`src/rtl/jt900h_prefetch.sv`:
```
// Instruction prefetch queue: sequential 16-bit reads into an 8-byte queue, oldest 4 bytes shown as op.
// Latency: op/op_ok are combinational from the queue registers; even start op_ok 2 edges after first bus_ok.
// Backpressure: reads are requested only while at least 2 bytes stay free after this cycle's consume.
module jt900h_prefetch #(
    parameter logic [23:0] RST_PC = 24'h0
) (
    input  logic        clk,
    input  logic        rst,
    input  logic        cen,
    input  logic [1:0]  fetched,
    input  logic        pc_we,
    input  logic [23:0] pc_din,
    output logic [23:0] pc,
    output logic [31:0] op,
    output logic        op_ok,
    output logic [23:0] bus_addr,
    output logic        bus_rd,
    input  logic [15:0] bus_din,
    input  logic        bus_ok
);

    logic [7:0]  r_buf [0:7];
    logic [3:0]  r_cnt;
    logic [23:0] r_pc;
    logic [23:0] r_rd_addr;
    logic        r_skip;
    logic        r_bus_rd;

    logic [3:0]  w_fetched_eff;
    logic        w_append;
    logic [3:0]  w_add;
    logic [3:0]  w_pos;
    logic [3:0]  w_cnt_nxt;
    logic [7:0]  w_buf_nxt [0:7];

    assign op       = {r_buf[3], r_buf[2], r_buf[1], r_buf[0]};
    assign op_ok    = (r_cnt >= 4'd4);
    assign pc       = r_pc;
    assign bus_addr = r_rd_addr;
    assign bus_rd   = r_bus_rd;

    // Next queue contents: drop consumed bytes, then append returned bus data after the survivors.
    always_comb begin
        w_fetched_eff = op_ok ? {2'b00, fetched} : 4'd0;
        w_append      = r_bus_rd & bus_ok;
        w_add         = w_append ? (r_skip ? 4'd1 : 4'd2) : 4'd0;
        w_pos         = r_cnt - w_fetched_eff;
        w_cnt_nxt     = w_pos + w_add;
        for (int i = 0; i < 8; i++) begin
            if ((i + int'(w_fetched_eff)) < 8) begin
                w_buf_nxt[i] = r_buf[3'(i + int'(w_fetched_eff))];
            end else begin
                w_buf_nxt[i] = 8'h00;
            end
            if (w_append) begin
                if (r_skip) begin
                    // Odd start: the low byte of the first word precedes the target PC.
                    if (4'(i) == w_pos) w_buf_nxt[i] = bus_din[15:8];
                end else begin
                    if (4'(i) == w_pos)        w_buf_nxt[i] = bus_din[7:0];
                    if (4'(i) == w_pos + 4'd1) w_buf_nxt[i] = bus_din[15:8];
                end
            end
        end
    end

    // Queue, PC, read address and request state; a jump overrides consume and data return.
    always_ff @(posedge clk or posedge rst) begin
        if (rst) begin
            for (int i = 0; i < 8; i++) r_buf[i] <= 8'h00;
            r_cnt     <= 4'd0;
            r_pc      <= RST_PC;
            r_rd_addr <= {RST_PC[23:1], 1'b0};
            r_skip    <= RST_PC[0];
            r_bus_rd  <= 1'b0;
        end else if (cen) begin
            if (pc_we) begin
                r_cnt     <= 4'd0;
                r_pc      <= pc_din;
                r_rd_addr <= {pc_din[23:1], 1'b0};
                r_skip    <= pc_din[0];
                r_bus_rd  <= 1'b0;
            end else begin
                r_buf    <= w_buf_nxt;
                r_cnt    <= w_cnt_nxt;
                r_pc     <= r_pc + {20'd0, w_fetched_eff};
                r_bus_rd <= (w_cnt_nxt <= 4'd6);
                if (w_append) begin
                    r_rd_addr <= r_rd_addr + 24'd2;
                    r_skip    <= 1'b0;
                end
            end
        end
    end

endmodule

```
`config.mk`:
```
export PLATFORM = sky130hd
export DESIGN_NAME = jt900h_prefetch
export DESIGN_NICKNAME = d
export VERILOG_FILES = /design/src/rtl/jt900h_prefetch.sv
export SDC_FILE = /design/constraint.sdc
export NUM_CORES = 1
export LEC_CHECK = 0
export CAP_MARGIN = 15
export CORE_ASPECT_RATIO = 1.4
export CORE_MARGIN = 2
export CORE_UTILIZATION = 49
export DETAILED_ROUTE_END_ITERATION = 10
export PLACE_DENSITY = 0.78
export SLEW_MARGIN = 10
export SYNTH_ARGS = -nofsm -noshare
export SYNTH_HDL_FRONTEND = slang
export SYNTH_SLANG_ARGS = --single-unit
```
`constraint.sdc`:
```
create_clock -name clk -period 10 [get_ports clk]
set_input_delay 3 -clock clk [delete_from_list [all_inputs] [get_ports clk]]
set_output_delay 3 -clock clk [all_outputs]
set_load 0.02 [all_outputs]
```
==> summary.md, run 1 <==
| Metric | Value |
|---|---|
| Crit-path most repeated cell | nor2_1 |
| Power Density | 365 mW/mm^2 |
| Via density | 7.11 |
| Hold WC Path Type | register to register |
| Post-synth cell types | 77 |
| Clock tree root buffer cell | clkbuf_16 |
| Average size of a mapped cell | 7.75 sq um |
| Initial antenna violation count | 0 |
| First-pass GRT wire length | 65200 um |
| DRT iter0 DRCs | 1609 |
| XOR/XNOR Fraction of Synth Area | 0.474% |
| F_max | 136 MHz |
| Pwr Total | 4.51 mW |
| Clk sink count | 117 |
| Final net count | 1462 |
| Placement Cell Area | 0.0118 sq mm |
| Critical Path End Type | register |
| CORE AREA | 0.0218 sq mm |
| Fin. Hold Viols | 0 |
| Largest net degree at the start of global routing | 100 |
| WS Path Type | input pin to register |
| Gr busiest metal | met2 |
| # resized after CTS | 0 |
| Share of layout cells above drive strength 1 | 7.49% |
| Ranking of synthesized cells by area | dfrtp_1 (27%), a21oi_1 (6.0%), mux2i_1 (5.5%), nand2_1 (5.4%), o21ai_0 (5.4%) |
| WP buf/inv | 3 |
| Worst r2r path cells | 10 |
| Critical Path Stages | 11 |
| Largest family of logic cells by synthesized area | compound AO/OA/AOI/OAI gates |
| Detailed-route wire length per cell | 25.0 um |
| Syn-to-layout area delta | 14.2% |
| Gate Count Post-Synth | 1396 |
| Met1 GRT Util | 42.7% |
| TNS Setup | 0 ps |
| DIE HEIGHT | 180 um |
| Antenna cells | 0 |
| DPL Wire Length | 28000 um |
| Adder-cell area share of the yosys netlist | 1.60% |
| Placed insts | 1680 |
| # IOs | 129 |
| GRT Overall Usage | 36.0% |
| Grt ovf | 0 |
| Unrepaired setup endpoints after global routing | no |
| Worst-skew pair later-pin latency | 440 ps |
| Final WS setup | 2670 ps |
| Post-Synthesis Cell Area | 0.0108 sq mm |
| Post-synth EDFFs | 0 |
| Detailed Route WL | 42700 um |
| Synth warn | 0 |
| Synth top area share | 27.1% |
| Sequential-to-total area share from yosys stat | 27.1% |
| Slew Viols, Final | 0 |
| CTS Buf Count | 17 |
| Final setup vio count | 0 |
| Worst hold margin | 555 ps |
| Cell Count, Final, Fillers Out | 1713 |
| Post-synth ARST share | 100% |
| VDD IR max | 0.000212 V |
| Tmin final | 7330 ps |
| Compound-Gate Fraction of Synth Area | 34.8% |
| Number of cell rows | 64 |
| Die Wd | 130 um |
| Family with the most delay on the worst path | buffers and inverters |
| Sequential cell area | 0.00293 sq mm |
| Vias in the first global route | 11600 |
| Number of max-cap violations | 0 |
| Simple-Gate Fraction of Synth Area | 17.6% |
| Area of the multi-input gates | 0.00697 sq mm |
| Cell area after layout | 0.0124 sq mm |
| Worst path slowest cell | fa_1 |
| Status | finished, final reports clean |
| DRC Markers | 0 |
| Number of synthesized register bits | 117 |
| Max incr delay on CP | 950 ps |
| Req. time, crit path | 10350 ps |
| Hold buffers post-CTS | 0 |
| First-pass detailed-route iteration total | 7 |
| Post-CTS Setup Bufs | 0 |
| # port buffers | 127 |
| Setup crit start kind | input pin |
| H-tree depth | 4 |
| Synth Net Count | 1455 |
| CTS tree | done |
| Final ANT Viol Nets | 0 |
| Final setup skew | 10.3 ps |
| Vias | 12200 |
| CP arrival | 7680 ps |
| Gpl congestion | 0.967 |
| Post-synthesis mux area share | 9.83% |
| Area leader, netlist | dfrtp_1 |
| Clock-pin slew of the registers on the worst-case setup and hold paths | 60 ps |
| Final Util | 56.7% |
| Worst hold stages | 2 |
| Tcrit/Tclk final | 73.3% |
| Tightest Pin Transition | 1100 ps |
| Met3 usage | 11.1% |
| Leakage | 4.89 nW |
| Met2 GRT Util | 54.6% |
| Die area | 0.0233 sq mm |
| Critical path cell sequence | clkdlybuf4s50_1 > o21a_2 > buf_4 > inv_2 > fa_1 > nand2b_1 > nor2_1 > nand3_1 > nor2_1 > a221oi_1 > a21oi_1 |
| Initial Util | 49.7% |
| Clock Path Buffers | 2 |
| Main synth FF type | dfrtp_1 |
| CP Max Fanout | 53 |
| Pre-CTS setup slack | 2410 ps |
| Fillers | 1989 |
| Worst relative slew slack | 26.5% |
[worst paths after layout]
path / slack (ps) / start / end
worst min register to register: 560 / r_cnt[0] / r_cnt[0]
worst max register to register: 4980 / r_cnt[3] / r_buf[5]
max in group asynchronous: 5630 / rst / bus_addr[3]
worst min-delay path: 560 / r_cnt[0] / r_cnt[0]
worst max-delay path: 2670 / fetched[1] / r_buf[5]
min in group asynchronous: 3170 / rst / pc[20]
[layout by cell type, fill, tap and decap left out, types with 8 or more instances in the layout]
cell,n
nand2_1,156
and3_1,20
a22o_1,49
dfrtp_1,117
ha_1,9
o221ai_1,31
clkbuf_16,17
a221oi_1,18
o41ai_1,14
mux2i_1,59
a211oi_1,26
nor2_1,148
inv_1,31
clkdlybuf4s50_1,125
o31ai_1,27
mux4_2,17
buf_4,20
a22oi_1,10
o21ai_0,117
a21oi_1,130
a31oi_1,17
a21o_1,11
a211o_1,11
o211ai_1,17
o22ai_1,14
and2_1,9
nand3_1,31
nor2b_1,8
nand4_1,10
nand2b_1,9
[area by class of cell]
cell class	instances	share of cell area, %
clock buffers	17	3.44
clock inverters	15	0.881
inverters	36	1.11
multi-input cells	1084	56.4
flip-flops and latches	117	23.7
well taps	297	3.01
repair buffers	147	11.4
[report_power, final]
part	total (mW)	internal (mW)	switching, mW
sequential	0.945	0.637	0.308
clock	0.573	0.316	0.257
combinational	2.99	1.14	1.85
[flip-flops by register name, indices dropped and copies added (netlist names)]
register,count
bus_addr,23
op,32
r_cnt,4
r_skip,1
bus_rd,1
r_buf,32
pc,24
[cells in the mapped netlist, drive strengths merged, types with 17 or more instances]
cell,instances
a211oi,30
a21oi,134
a221oi,18
a22o,49
a31oi,17
and3,20
buf,73
clkbuf,86
dfrtp,117
inv,35
mux2i,59
mux4,17
nand2,157
nand3,31
nor2,151
o211ai,17
o21ai,124
o221ai,31
o31ai,27
[cells by family after synthesis]
group / Yosys count
AO/OA/AOI/OAI: 554
adder cells (fa/ha/maj): 12
other: 1
buffers and inverters: 195
multiplexers: 84
flip-flops: 117
XOR/XNOR: 5
AND/OR/NAND/NOR: 428
[worst min-delay path: stages (launching register included)]
cell     delay (ps)
dfrtp_1         350
inv_1            70
o21ai_0          80
[per-layer routing]
layer,up-vias,share of wire (%)
met5,-,0
met3,274,13
met4,0,8.7
met2,981,44
met1,5689,34
li1,5228,-
No activity file was read; power rests on OpenSTA's default activity.
==> run 2, diff against run 1 <==
==> constraint.sdc (replaced) <==
create_clock -name clk -period 6.75 [get_ports clk]
set_input_delay 2.025 -clock clk [delete_from_list [all_inputs] [get_ports clk]]
set_output_delay 2.025 -clock clk [all_outputs]
set_load 0.02 [all_outputs]
==> run 2 against run 1 <==
Net effect:
- global-route usage shrank 0.37 points
- critical path depth unchanged
- sequential share of layout area fell by 0.34 points
- via count fell by 1.4%
- first-iteration DRC count fell by 5.3%
- largest cell class unchanged
- largest power group unchanged
- final cell count up 0.70%
- flip-flop and latch count unchanged
==> summary.md, run 2 (same netlist as run 1, synthesis figures left out) <==
| Metric | Value |
|---|---|
| Clock Path Buffers | 2 |
| Vias | 12000 |
| Power Density | 543 mW/mm^2 |
| Placed insts | 1692 |
| Detailed-route wire length per cell | 24.0 um |
| Sequential cell area | 0.00293 sq mm |
| VDD IR max | 0.000349 V |
| Sw Share | 51.6% |
| CORE AREA | 0.0218 sq mm |
| Clock Power Share | 14.8% |
| Number of cell rows | 64 |
| Die Wd | 130 um |
| Area of the multi-input gates | 0.00697 sq mm |
| Clock-pin slew of the registers on the worst-case setup and hold paths | 60 ps |
| CTS tree | done |
| Most frequent cells in the layout | nand2_1 (156), nor2_1 (148), a21oi_1 (130) |
| Detailed Route WL | 41400 um |
| Worst-skew pair later-pin latency | 450 ps |
| Critical Path End Type | register |
| Cell Count, Final, Fillers Out | 1725 |
| GRT Overall Usage | 35.6% |
| TNS Setup | 0 ps |
| Antenna cells | 0 |
| Via density | 6.96 |
| Post-CTS Setup Bufs | 0 |
| Worst relative slew slack | 20.8% |
| Sequential cell fraction of total power | 20.3% |
| Largest net degree at the start of global routing | 86 |
| # IOs | 129 |
| CTS Buf Count | 17 |
| Int Pwr | 3.29 mW |
| Final setup skew | 8.68 ps |
| Switch Pwr | 3.51 mW |
| H-tree depth | 4 |
| Tcrit/Tclk final | 79.3% |
| Hold buffers post-CTS | 0 |
| Share of layout cells above drive strength 1 | 8.12% |
| Commonest non-fill, non-tap cell in the layout | nand2_1 |
| DIE HEIGHT | 180 um |
| DPL Wire Length | 27400 um |
| Hold WC Path Type | register to register |
| Clock tree root buffer cell | clkbuf_16 |
| Final Util | 57.5% |
| First-pass GRT wire length | 64700 um |
| Clk sink count | 117 |
| DRC Markers | 0 |
| Final setup vio count | 0 |
| Fillers | 2052 |
| Status | finished, final reports clean |
| # port buffers | 127 |
| Vias in the first global route | 11600 |
| CP Max Fanout | 52 |
| Req. time, crit path | 7040 ps |
| Final net count | 1474 |
| Grt ovf | 0 |
| Setup crit start kind | input pin |
| Unrepaired setup endpoints after global routing | no |
| F_max | 187 MHz |
| WS Path Type | input pin to register |
| Final ANT Viol Nets | 0 |
| Leakage | 5.00 nW |
| Combinational share of power | 64.9% |
| # resized after CTS | 0 |
| CP arrival | 5640 ps |
| Fin. Hold Viols | 0 |
| Syn-to-layout area delta | 15.9% |
| Slew Viols, Final | 0 |
| Initial Util | 49.7% |
| Tightest Pin Transition | 1180 ps |
| Initial antenna violation count | 0 |
| Tmin final | 5350 ps |
| Number of max-cap violations | 0 |
| Gpl congestion | 0.975 |
| Die area | 0.0233 sq mm |
| First-pass detailed-route iteration total | 7 |
| DRT iter0 DRCs | 1524 |
run 2: changes by cell type in the layout (fill, tap and decap cells not counted), moves of 2 or more:
cell / delta
buf_4: +12
clkinv_2: -3
inv_6: +2
bufinv_16: +4
clkinv_4: -3
run 2: path summary, 6_finish.rpt:
path,from,endpoint,slack (ps),cells after the start
setup / recovery,fetched[1],op[8],1400,11
max in group asynchronous,rst,r_buf[14],3650,3
setup reg to reg,r_cnt[3],op[8],2740,10
min in group asynchronous,rst,pc[23],2120,2
hold / removal,r_skip,r_skip,550,1
hold reg to reg,r_skip,r_skip,550,1
run 2: area by class of cell:
| cell class | count | share of cell area, % |
|---|---|---|
| Clock buffer | 18 | 3.42 |
| Clock inverter | 14 | 1.58 |
| Inverter | 36 | 1.10 |
| Multi-Input combinational cell | 1084 | 55.6 |
| Sequential cell | 117 | 23.4 |
| Tap cell | 297 | 2.96 |
| Timing Repair Buffer | 159 | 12.0 |
run 2: stage by stage:
| stage | setup WS, ps | hold slack [ps] | cell area (sq um) | power, mW |
|---|---|---|---|---|
| global route | 1170 | 567 | 12500 | 7.17 |
| floorplan | 1620 | 494 | 10800 | 4.42 |
| global placement | 1210 | 529 | 11900 | 5.49 |
| finish | 1400 | 547 | 12500 | 6.80 |
| detailed placement | 1060 | 535 | 11900 | 5.58 |
| CTS | 1520 | 551 | 12500 | 6.61 |
run 2: per-layer routing:
metal,global-route usage (%),share of wire (%),up-vias,routed length (um)
li1,-,-,5258,-
met1,42.6,35,5566,14600
met2,54.7,45,942,18800
met3,9.67,11,241,4750
met4,25.1,7.9,0,3270
met5,0,0,-,0
run 2: power groups by stage:
stage	Clock, mW	Combinational (mW)	Sequential, mW
6_report	1.01	4.42	1.38
5_1_grt	1.04	4.73	1.40
4_1_cts	1.01	4.25	1.35
3_5_place_dp	0	4.22	1.36
3_3_place_gp	0	4.14	1.36
2_1_floorplan	0	3.18	1.24
run 2: critical path, cell delays in order:
cell and delay [ps]:
clkdlybuf4s50_1 460, o21a_2 160, inv_2 70, buf_4 480, ha_1 340, nand2b_1 350
nand3_1 310, a21oi_2 640, nand2_1 410, o21ai_0 270, a31oi_1 110
==> run 3, diff against run 2 <==
--- a/config.mk
+++ b/config.mk
@@ -10,7 +10,7 @@
 export CORE_MARGIN = 2
 export CORE_UTILIZATION = 49
 export DETAILED_ROUTE_END_ITERATION = 10
-export PLACE_DENSITY = 0.78
+export PLACE_DENSITY = 0.81
 export SLEW_MARGIN = 10
 export SYNTH_ARGS = -nofsm -noshare
 export SYNTH_HDL_FRONTEND = slang
==> constraint.sdc (replaced) <==
create_clock -name clk -period 4.3 [get_ports clk]
set_input_delay 1.29 -clock clk [delete_from_list [all_inputs] [get_ports clk]]
set_output_delay 1.29 -clock clk [all_outputs]
set_load 0.02 [all_outputs]
==> run 3 against run 2 <==
Net effect:
- count of clock-buffer cells in the layout unchanged
- sequential power increased by 59%
- power rose by 60%
- critical path depth is 1 higher
- routed wire length about the same
- clock power rose by 44%
- global-route usage is 0.14 points lower
- largest power group unchanged
- highest routed layer unchanged
==> summary.md, run 3 (same netlist as run 1, synthesis figures left out) <==
| Metric | Value |
|---|---|
| Status | finished, final reports clean |
| DPL Wire Length | 27900 um |
| Tmin final | 4050 ps |
| Worst-skew pair later-pin latency | 440 ps |
| DIE HEIGHT | 180 um |
| VDD IR max | 0.000477 V |
| DRC Markers | 0 |
| H-tree depth | 4 |
| Met2 routed WL | 19100 um |
| Power Density | 843 mW/mm^2 |
| Tcrit/Tclk final | 94.2% |
| First-pass GRT wire length | 65100 um |
| Gpl congestion | 0.999 |
| Hold buffers post-CTS | 0 |
| Syn-to-layout area delta | 19.5% |
| # resized after CTS | 0 |
| CTS tree | done |
| DRT iter0 DRCs | 1408 |
| CORE AREA | 0.0218 sq mm |
| Initial antenna violation count | 0 |
| CP arrival | 4400 ps |
| Cell Count, Final, Fillers Out | 1771 |
| Share of layout cells above drive strength 1 | 10.9% |
| Final setup skew | 7.21 ps |
| Leakage | 5.22 nW |
| Tightest Pin Transition | 1230 ps |
| Via density | 6.95 |
| Die area | 0.0233 sq mm |
| Largest net degree at the start of global routing | 118 |
| First-pass detailed-route iteration total | 6 |
| # port buffers | 127 |
| Die Wd | 130 um |
| Detailed Route WL | 41400 um |
| CP Max Fanout | 8 |
| Max Used Layer | met4 |
| Critical Path End Type | register |
| Number of cell rows | 64 |
| Final setup vio count | 0 |
| Req. time, crit path | 4650 ps |
| Unrepaired setup endpoints after global routing | no |
| GRT Overall Usage | 35.5% |
| CTS Buf Count | 17 |
| Clock-pin slew of the registers on the worst-case setup and hold paths | 60 ps |
| Commonest non-fill, non-tap cell in the layout | nand2_1 |
| Hold WC Path Type | register to register |
| Placed insts | 1737 |
| Final ANT Viol Nets | 0 |
| Vias in the first global route | 11900 |
| Post-CTS Setup Bufs | 0 |
| DRT met1 WL | 14200 um |
| Grt ovf | 0 |
| WS Path Type | input pin to register |
| Clock tree root buffer cell | clkbuf_16 |
| Number of max-cap violations | 0 |
| Detailed-route wire length per cell | 23.4 um |
| Clock Path Buffers | 2 |
| Clk sink count | 117 |
| Final net count | 1518 |
| Placement Cell Area | 0.0123 sq mm |
| Worst relative slew slack | 18.1% |
| Slew Viols, Final | 0 |
| Fillers | 1931 |
| F_max | 247 MHz |
| Fin. Hold Viols | 0 |
| Initial Util | 49.7% |
| Met3 Routed Length | 4950 um |
| # IOs | 129 |
| Setup crit start kind | input pin |
| Cell area after layout | 0.0129 sq mm |
| Vias | 12300 |
| Most frequent cells in the layout | nand2_1 (156), nor2_1 (148), a21oi_1 (130) |
## run 3: through the flow
stage / setup TNS [ps] / setup WS [ps] / utilization (%) / hold WS (ps) / total power, mW
2_1_floorplan: 0 / 56.4 / - / 494 / 6.93
3_5_place_dp: -756 / -101 / 56.7 / 549 / 9.18
5_1_grt: 0 / 132 / 59.3 / 586 / 11.5
3_3_place_gp: 0 / 2.55 / 56.7 / 518 / 8.99
6_report: 0 / 248 / 59.4 / 570 / 10.9
4_1_cts: 0 / 338 / 59.3 / 562 / 10.7
## run 3: power by group
group / switching [mW] / total, mW / internal [mW]
clock: 0.597 / 1.45 / 0.857
sequential: 0.710 / 2.19 / 1.48
combinational: 4.20 / 7.25 / 3.05
## run 3: final cells by class
type / instances / area (sq um) / area share [%]
multi-input cells: 1084 / 6970 / 53.9
flip-flops and latches: 117 / 2930 / 22.6
repair buffers: 203 / 1930 / 14.9
clock buffers: 18 / 429 / 3.32
well taps: 297 / 372 / 2.87
clock inverters: 14 / 155 / 1.20
inverters: 36 / 139 / 1.07
diodes: 2 / 5.00 / 0.0387
## run 3: metal layers
layer	vias to the layer above	global-route usage [%]
met5	-	0
met4	0	23.9
met3	257	8.90
met2	1054	55.7
met1	5639	42.3
li1	5350	-
## run 3: path summary, 6_finish.rpt
| kind | start | to | slack (ps) | cells after the start |
|---|---|---|---|---|
| hold reg to reg | pc[22] | pc[22] | 570 | 2 |
| min in group asynchronous | rst | bus_addr[21] | 1380 | 3 |
| hold / removal | pc[22] | pc[22] | 570 | 2 |
| max in group asynchronous | rst | op[29] | 2400 | 3 |
| setup reg to reg | r_cnt[3] | r_buf[0] | 940 | 11 |
| setup / recovery | fetched[0] | r_buf[0] | 250 | 12 |
## run 3: worst max-delay path, cell delays in order
cell	delay [ps]
clkdlybuf4s50_1	510
o21a_2	160
ha_1	150
inv_1	50
fa_1	480
xor2_2	220
buf_4	180
nor2_1	190
nand3_1	130
nor2_1	650
a221oi_1	220
a21oi_1	190
